### src/rtl/mips_pkg.sv
// Shared SoC definitions: factorial accelerator register offsets, FSM states and limits.
package mips_pkg;

    localparam logic [1:0] FACT_N      = 2'd0;
    localparam logic [1:0] FACT_GO     = 2'd1;
    localparam logic [1:0] FACT_STATUS = 2'd2;
    localparam logic [1:0] FACT_RESULT = 2'd3;

    // 13! is the first factorial that overflows 32 bits
    localparam int FACT_N_MAX = 12;

    typedef enum logic {
        IDLE = 1'b0,
        BUSY = 1'b1
    } fact_state_t;

endpackage

### src/rtl/fact_fsm.sv
// Factorial sequencer: owns state, down-counter and sticky done/err; drives datapath controls.
module fact_fsm
    import mips_pkg::*;
#(
    parameter int N_MAX = FACT_N_MAX
) (
    input  logic       clk,
    input  logic       rst,
    input  logic       go,
    input  logic [3:0] n,
    output logic [3:0] cnt,
    output logic       load,
    output logic       step,
    output logic       finish,
    output logic       range_err,
    output logic       done,
    output logic       err
);

    fact_state_t state, state_nxt;

    always_ff @(posedge clk or negedge rst) begin
        if (!rst) begin
            state <= IDLE;
        end else begin
            state <= state_nxt;
        end
    end

    always_comb begin
        state_nxt = state;
        load      = 1'b0;
        step      = 1'b0;
        finish    = 1'b0;
        range_err = 1'b0;
        case (state)
            IDLE: begin
                if (go) begin
                    if (32'(n) > N_MAX) begin
                        range_err = 1'b1;
                    end else begin
                        load      = 1'b1;
                        state_nxt = BUSY;
                    end
                end
            end
            BUSY: begin
                if (cnt <= 4'd1) begin
                    finish    = 1'b1;
                    state_nxt = IDLE;
                end else begin
                    step = 1'b1;
                end
            end
            default: state_nxt = IDLE;
        endcase
    end

    // GO is only honoured in IDLE, so a GO while busy leaves done/err alone
    always_ff @(posedge clk or negedge rst) begin
        if (!rst) begin
            cnt  <= '0;
            done <= 1'b0;
            err  <= 1'b0;
        end else begin
            if (load) begin
                cnt  <= n;
                done <= 1'b0;
                err  <= 1'b0;
            end
            if (range_err) begin
                done <= 1'b1;
                err  <= 1'b1;
            end
            if (step)   cnt  <= cnt - 4'd1;
            if (finish) done <= 1'b1;
        end
    end

endmodule

### src/rtl/fact_accel.sv
// Memory-mapped factorial accelerator: register file, acc/RESULT datapath and bus read mux.
module fact_accel
    import mips_pkg::*;
#(
    parameter int DATA_W = 32,
    parameter int N_MAX  = FACT_N_MAX
) (
    input  logic              clk,
    input  logic              rst,
    input  logic              we,
    input  logic [1:0]        a,
    input  logic [DATA_W-1:0] wd,
    output logic [DATA_W-1:0] rd,
    output logic              done,
    output logic              err
);

    logic [3:0]        n_q;
    logic [3:0]        cnt;
    logic [DATA_W-1:0] acc;
    logic [DATA_W-1:0] result;
    logic              load, step, finish, range_err;
    logic              go;
    logic              unused_wd;

    assign go        = we && (a == FACT_GO) && wd[0];
    assign unused_wd = ^wd[DATA_W-1:4];

    fact_fsm #(.N_MAX(N_MAX)) u_fsm (
        .clk      (clk),
        .rst      (rst),
        .go       (go),
        .n        (n_q),
        .cnt      (cnt),
        .load     (load),
        .step     (step),
        .finish   (finish),
        .range_err(range_err),
        .done     (done),
        .err      (err)
    );

    always_ff @(posedge clk or negedge rst) begin
        if (!rst) begin
            n_q    <= '0;
            acc    <= '0;
            result <= '0;
        end else begin
            if (we && (a == FACT_N)) n_q <= wd[3:0];
            if (load)      acc    <= DATA_W'(1);
            if (step)      acc    <= acc * DATA_W'(cnt);
            if (finish)    result <= acc;
            if (range_err) result <= '0;
        end
    end

    always_comb begin
        rd = '0;
        case (a)
            FACT_N:      rd = DATA_W'(n_q);
            FACT_GO:     rd = '0;
            FACT_STATUS: rd = DATA_W'({err, done});
            FACT_RESULT: rd = result;
            default:     rd = '0;
        endcase
    end

endmodule

### config.mk
export PLATFORM = sky130hd
export DESIGN_NAME = fact_accel
export DESIGN_NICKNAME = d
export VERILOG_FILES = /design/src/rtl/mips_pkg.sv /design/src/rtl/fact_fsm.sv /design/src/rtl/fact_accel.sv
export SDC_FILE = /design/constraint.sdc
export NUM_CORES = 1
export LEC_CHECK = 0
export BUFFER_PORTS_ARGS = -buffer_cell sky130_fd_sc_hd__buf_2
export CORE_MARGIN = 2
export CORE_UTILIZATION = 41
export DETAILED_ROUTE_END_ITERATION = 12
export SLEW_MARGIN = 15
export SYNTH_ARGS = -nofsm -noshare
export SYNTH_HDL_FRONTEND = slang
export SYNTH_SLANG_ARGS = --single-unit
### constraint.sdc
create_clock -name clk -period 5.85 [get_ports clk]
set_clock_uncertainty 0.15 [all_clocks]
set_input_delay 0.2925 -clock clk [delete_from_list [all_inputs] [get_ports clk]]
set_output_delay 0.2925 -clock clk [all_outputs]
set_load 0.02 [all_outputs]
==> results of run 1 <==
cell families (layout without fill, tap and decap cells):
group / count (synthesis) / after routing / share of synthesized area, %
muxes: 8 / 8 / 1.243
adders and majority gates: 91 / 91 / 22.24
buffers and inverters: 157 / 181 / 8.366
xor gates and xnor gates: 21 / 21 / 2.611
AOI/OAI and AO/OA: 182 / 182 / 18.56
DFF: 75 / 75 / 26.64
and+or+nand+nor: 269 / 269 / 20.34
through the flow:
step                      utilization [%]  cells  power, mW  cell area, um2  hold WS (ns)
after global placement              44.56   1031      3.613            7442        0.3262
after global routing                46.37   1047      4.693            7744       0.01997
after floorplan                         -    803      2.979            7044       -0.1531
after detailed placement            44.56   1031      3.651            7442        0.3272
final                               46.37   1047      4.231            7744      -0.04892
after CTS                           46.37   1047      4.254            7744      0.008280
cell usage after synthesis (2+ instances only):
| master | instances | area (um2) |
|---|---|---|
| a32o_1 | 6 | 60.06 |
| fa_1 | 57 | 1141 |
| nand2b_1 | 5 | 31.28 |
| nor3_1 | 6 | 30.03 |
| inv_1 | 116 | 435.4 |
| o211ai_1 | 6 | 45.04 |
| nand4_1 | 7 | 43.79 |
| o21ai_0 | 36 | 180.2 |
| o221ai_1 | 2 | 17.52 |
| o21a_1 | 4 | 30.03 |
| nor2b_1 | 3 | 18.77 |
| and2_1 | 92 | 575.6 |
| or3_1 | 6 | 37.54 |
| nand4b_1 | 2 | 17.52 |
| a22o_1 | 42 | 367.9 |
| a211oi_1 | 6 | 45.04 |
| dfrtp_1 | 75 | 1877 |
| nand2_1 | 74 | 277.8 |
| a22oi_1 | 4 | 30.03 |
| xnor2_1 | 15 | 131.4 |
| a2111oi_0 | 2 | 17.52 |
| and3_1 | 30 | 187.7 |
| nor2_1 | 24 | 90.09 |
| a211o_1 | 2 | 17.52 |
| o21bai_1 | 7 | 52.55 |
| o31ai_1 | 2 | 15.01 |
| ha_1 | 34 | 425.4 |
| mux2i_1 | 2 | 20.02 |
| a21oi_1 | 31 | 155.2 |
| a21o_1 | 18 | 135.1 |
| nor3b_1 | 2 | 15.01 |
| nand3_1 | 13 | 65.06 |
| mux2_2 | 6 | 67.56 |
| clkbuf_1 | 40 | 150.1 |
| xor2_1 | 6 | 52.55 |
layer usage:
| metal | routed length, um | part of all wire [%] |
|---|---|---|
| met1 | 8648 | 49 |
| met2 | 7920 | 45 |
| met3 | 576 | 3.3 |
| met4 | 412 | 2.3 |
| met5 | 0 | 0 |
power groups by stage:
stage | registers [mW] | logic (mW) | clock network, mW
floorplan | 0.858 | 2.12 | 0
global placement | 0.999 | 2.61 | 0
detailed placement | 0.996 | 2.66 | 0
CTS | 0.989 | 2.67 | 0.594
global route | 1.03 | 3.05 | 0.613
finish | 0.989 | 2.66 | 0.580
critical path, delay by kind of cell (launching register included):
kind	cells	cell delay [ns]
AOI/OAI and AO/OA	4	1.08
adders and majority gates	3	1.56
buffers and inverters	1	0.07
DFF	1	0.75
and+or+nand+nor	4	1.06
how the worst min path moves through the flow:
| stage | from | endpoint | slack (ns) | cells past startpoint |
|---|---|---|---|---|
| 2_1_floorplan | rst | acc[0]$_DFFE_PN0P_ | -0.15 | 0 |
| 5_1_grt | wd[2] | n_q[2]$_DFFE_PN0P_ | 0.02 | 2 |
| 3_5_place_dp | result[27]$_DFFE_PN0P_ | result[27]$_DFFE_PN0P_ | 0.33 | 1 |
| 6_report | rst | acc[16]$_DFFE_PN0P_ | -0.05 | 1 |
| 3_3_place_gp | result[6]$_DFFE_PN0P_ | result[6]$_DFFE_PN0P_ | 0.33 | 1 |
| 4_1_cts | rst | acc[22]$_DFFE_PN0P_ | 0.008 | 1 |
flip-flops by register name, indices dropped and copies added (netlist names):
signal,flops
u_fsm.cnt,4
u_fsm.err,1
acc,32
result,32
u_fsm.done,1
n_q,4
u_fsm.state,1
layout make-up:
| cell class | count | area (um2) | share of cell area, % |
|---|---|---|---|
| tap | 220 | 275.3 | 3.555 |
| clock buffer | 9 | 225.2 | 2.908 |
| clock inverter | 7 | 76.32 | 0.9856 |
| sequential | 75 | 1877 | 24.24 |
| timing repair buffer | 49 | 265.3 | 3.425 |
| inverter | 116 | 435.4 | 5.623 |
| multi-input combinational | 571 | 4589 | 59.27 |
cells in the final DEF, fill, tap and decap left out, drive strengths merged, types with 4 or more instances in the layout:
cell	synthesis	routed
a211oi	8	8
a21o	18	18
a21oi	31	31
a22o	42	42
a22oi	4	4
a32o	6	6
and2	93	93
and3	30	30
buf	1	49
clkbuf	40	9
dfrtp	75	75
fa	57	57
ha	34	34
inv	116	117
mux2	6	6
nand2	74	74
nand2b	5	5
nand3	13	13
nand4	7	7
nor2	24	24
nor3	6	6
o211ai	6	6
o21a	4	4
o21ai	36	36
o21bai	7	7
or3	7	7
xnor2	15	15
xor2	6	6
==> impl_metrics.ini, run 1 <==
[placed_design]
dp_worst_setup_slack_ns = 1.082
dp_hpwl_mm = 12.42
gp_congestion = 0.8813
io_buffers = 42

[pwr]
p_clk_share_pct = 13.7
seq_power_share_pct = 23.4
swShare_pct = 50.45
p_switching_mw = 2.135
p_int_mw = 2.097
p_leak_nw = 3.974
p_comb_share_pct = 62.9
ir_drop_mv = 0.1854
p_per_area_nw_per_um2 = 546.4

[worst_setup_path]
critPathMostFrequentCell = fa_1
r2r-start = u_fsm.cnt[3]$_DFFE_PN0P_
max_stage_delay_ns = 0.75
cp.arrival_ns = 4.87
path_max_fanout = 19
critPathRequiredTime_ns = 5.95
rr_worst_depth = 12
crit_chain = nand2_1 > fa_1 > fa_1 > inv_1 > fa_1 > a21o_1 > and4_4 > or3_4 > a211oi_4 > a21oi_1 > or3_1 > a32o_1
worstReg2RegEnd = acc[24]$_DFFE_PN0P_
r2r_setup_slack_ns = 1.07
critical-path-slowest-cell = dfrtp_1
endpoint = acc[24]$_DFFE_PN0P_
worstSetupStartpointType = flop
setup.worst_path.start = u_fsm.cnt[3]$_DFFE_PN0P_
critPathCaptureType = flop
critical_path_class = flop to flop

[sta]
setup_violations = 0
maxSlewViolCount = 0
post-route-period-util_pct = 81.64
fmax_ghz = 0.2094
worst_slack_ns = 1.074
slew_headroom_pct = 25.88
period_minus_slack_ns = 4.776
tightest_slew_ns = 1.112
tns_ns = 0
rsz0062_at_grt = false
final-hold-violation-count = 39
hold_ws_ns = -0.04892

[synthesis]
syn-num-nets = 931
synth_area_um2 = 7044
yosysWarnings = 0
synthFlopType = dfrtp_1
avgSynthCellArea_um2 = 8.772
synth_seq_area_share_pct = 26.64
synthCells = 803
ys_types = 55
synth_edf_count = 0
synthArstFlopShare_pct = 100.0
ys_ff_latch = 75

[route]
vias = 5725
first_pass_iters = 5
drc_errors = 0
drt-wirelength-per-cell_um = 16.77
drt_iter0_markers = 290
antenna_left = 0
vias_per_cell = 5.468
drt-total-wl_mm = 17.56

[die]
die_w_um = 135.1
fp.dieH_um = 135.1
coreArea_um2 = 16700
die_area_um2 = 18250
start_util_pct = 42.18
std_cell_rows = 47
pin_count = 71

[outcome]
violations = negative hold slack
status = finished with violations

[cts]
clk_latency_ns = 0.35
cts_max_path_buffers = 2
cts.hold.buffers_added = 0
htreeDepth = 3
cts-resized-gates = 0
cts_tree = done
clock_sinks = 75
cts_setup_buffers = 0
cts-root-buf = clkbuf_16
cts.clk_slew.worst_paths_ns = 0.07
cts_buffers = 9

[global_route]
grt_max_degree = 76
antenna_found_initial = 0
gr-total-overflow = 0
track_usage_pct = 21.13
grt-busiest-layer = met2
grt_use_met1_pct = 30.01
use_met2_pct = 33.14
grt_pass1_vias = 5856
met3_usage_pct = 2.365
grt_pass1_wl_mm = 30.43

[min_path]
hold_path.class = input port to async pin

[layout]
syn2layout_area_growth_pct = 9.929
drive_gt1_share_pct = 9.674
diodes = 0
final_nets = 950
num-fill-cells = 1684

[flow_run]
maxCapViolCount = 0
No activity file was read; power rests on OpenSTA's default activity.
==> run 2, diff against run 1 <==
--- a/config.mk
+++ b/config.mk
@@ -5,6 +5,7 @@
 export SDC_FILE = /design/constraint.sdc
 export NUM_CORES = 1
 export LEC_CHECK = 0
+export ABC_AREA = 1
 export BUFFER_PORTS_ARGS = -buffer_cell sky130_fd_sc_hd__buf_2
 export CORE_MARGIN = 2
 export CORE_UTILIZATION = 41
==> constraint.sdc (replaced) <==
create_clock -name clk -period 4.3 [get_ports clk]
set_clock_uncertainty 0.15 [all_clocks]
set_input_delay 0.215 -clock clk [delete_from_list [all_inputs] [get_ports clk]]
set_output_delay 0.215 -clock clk [all_outputs]
set_load 0.02 [all_outputs]
==> impl_metrics.ini, run 2 <==
[cts]
clk_latency_ns = 0.35
cts.clk_slew.worst_paths_ns = 0.07
cts-root-buf = clkbuf_16
cts_setup_buffers = 0
cts_buffers = 9
cts_tree = done
htreeDepth = 3
cts_max_path_buffers = 2
clock_sinks = 75

[worst_setup_path]
r2r-start = u_fsm.cnt[3]$_DFFE_PN0P_
path_max_fanout = 17
max_stage_delay_ns = 0.55
critical_path_class = flop to flop
setup.worst_path.start = u_fsm.cnt[3]$_DFFE_PN0P_
critPathRequiredTime_ns = 4.38
worstSetupStartpointType = flop
cp.arrival_ns = 3.98
crit_chain = buf_4 > nand2_1 > inv_1 > fa_1 > inv_1 > fa_1 > inv_1 > ha_1 > nand2_1 > nor2_1 > inv_1 > nor2_1 > nand4_1 > nand3_1 > nand2_1 > nand2_1 > o21ai_1
critPathCaptureType = flop
critical-path-slowest-cell = dfrtp_1

[layout]
reg.largest.list = acc: 32 flops, result: 32 flops
diodes = 0
design_area_um2 = 8541
drive_gt1_share_pct = 6.265
num-fill-cells = 1966
most-common-layout-cells = 355 x nand2_1, 350 x inv_1, 75 x dfrtp_1
syn2layout_area_growth_pct = 9.884
fin_cells = 1463
seq_area_um2 = 1877
multi_input_area_um2 = 4404
final_common_cell = nand2_1
final_nets = 1352

[die]
std_cell_rows = 50
start_util_pct = 41.69
die_area_um2 = 20070
die_w_um = 141.7
fp.dieH_um = 141.7
coreArea_um2 = 18640
pin_count = 71

[synthesis]
yosysWarnings = 0
synth_top_cell_area_share_pct = 24.15
synthFlopType = dfrtp_1
synth_area_leaders = dfrtp_1 24%, nand2_1 17%, inv_1 17%
synth_area_um2 = 7772
syn-num-nets = 1319
yosys-top-cells-count = 356 x nand2_1, 350 x inv_1, 75 x dfrtp_1, 74 x nor2_1, 67 x nand3_1
synth_most_common_cell = nand2_1
ys_types = 36
avgSynthCellArea_um2 = 6.526
synth_seq_area_share_pct = 24.15
synthCells = 1191
ys_ff_latch = 75
synthArstFlopShare_pct = 100.0
synth_edf_count = 0
yosys.area.top_type = dfrtp_1

[placed_design]
placed_area_um2 = 8180
gp_congestion = 0.9210
dp_cells = 1443
io_buffers = 42
dp_worst_setup_slack_ns = 0.4537
dp_hpwl_mm = 15.66

[sta]
period_minus_slack_ns = 3.900
setup_violations = 0
tns_ns = 0
tightest_slew_ns = 0.6138
fmax_ghz = 0.2564
final-hold-violation-count = 0
worst_slack_ns = 0.3999
rsz0062_at_grt = false
post-route-period-util_pct = 90.70
hold_ws_ns = 0.01811
slew_headroom_pct = 58.94
maxSlewViolCount = 0

[flow_run]
maxCapViolCount = 0

[route]
first_pass_iters = 4
drt-wirelength-per-cell_um = 13.78
drc_errors = 0
antenna_left = 0
vias_per_cell = 4.768
vias = 6975
drt-total-wl_mm = 20.16
drt_iter0_markers = 418

[global_route]
antenna_found_initial = 0
track_usage_pct = 21.54
grt_pass1_wl_mm = 34.40
grt_pass1_vias = 6853
gr-total-overflow = 0
grt_max_degree = 49

[pwr]
swShare_pct = 49.78
ir_drop_mv = 0.3420
p_comb_share_pct = 51.9
seq_power_share_pct = 28.8
p_clk_share_pct = 19.4
p_switching_mw = 2.142
p_leak_nw = 5.320
p_per_area_nw_per_um2 = 503.8
p_int_mw = 2.161

[outcome]
status = completed

[min_path]
hold_path.startpoint = wd[0]
hold_path.class = input port to flop
[run 2: through the flow]
stage          total power [mW]  util, %
3_3_place_gp              3.435    43.88
4_1_cts                   4.324    45.80
3_5_place_dp              3.473    43.88
6_report                  4.303    45.81
5_1_grt                   4.738    45.81
2_1_floorplan             2.842        -
[run 2: metal layers]
metal / global-route usage (%) / wire length, um / share of wire, % / vias up
met4: 5.579 / 368 / 1.8 / 0
met3: 3.949 / 1048 / 5.2 / 28
met2: 34.06 / 8775 / 44 / 146
met1: 30.59 / 9966 / 49 / 3248
li1: - / - / - / 3553
met5: 0 / 0 / 0 / -
[run 2: final timing paths]
check                      depth (start not counted)  slack (ns)                endpoint
max                                               17        0.40     acc[20]$_DFFE_PN0P_
min                                                3        0.02      n_q[0]$_DFFE_PN0P_
max reg2reg                                       17        0.40     acc[20]$_DFFE_PN0P_
min reg2reg                                        2        0.38  result[31]$_DFFE_PN0P_
max in group asynchronous                          3        2.84  result[13]$_DFFE_PN0P_
min in group asynchronous                          2        0.24  result[25]$_DFFE_PN0P_
[run 2: logic make-up (layout without fill, tap and decap cells)]
logic type,count (synthesis),count (layout),synth area share (%)
flops,75,75,24.15
compound gates,114,114,8.049
fa+ha+maj,91,91,20.15
xor+xnor,5,5,0.5634
buf+inv,382,420,19.22
simple gates,524,524,27.87
[run 2: critical path, delay by kind of cell, from the launching register on]
family,cells,cell delay (ns)
flip-flops,1,0.55
AND/OR/NAND/NOR,8,1.10
AO/OA/AOI/OAI,1,0.06
adder cells (fa/ha/maj),3,1.41
buffers and inverters,5,0.52
[run 2: cell type report]
cell class,instances,share of cell area (%)
timing repair buffer,52,3.780
sequential,75,21.97
clock buffer,9,2.637
inverter,352,15.53
multi-input combinational,734,51.57
clock inverter,7,1.084
tap,234,3.428
[run 2: what timing repair did]
action,CTS,global route
gates resized for setup,0,0
hold buffers,4,0
hold endpoints to repair,37,0
[run 2: power by group through the flow]
stage | sequential [mW] | clock (mW) | combinational [mW]
6_report | 1.24 | 0.833 | 2.23
5_1_grt | 1.28 | 0.884 | 2.57
4_1_cts | 1.24 | 0.850 | 2.24
3_5_place_dp | 1.25 | 0 | 2.22
3_3_place_gp | 1.25 | 0 | 2.18
2_1_floorplan | 1.11 | 0 | 1.73
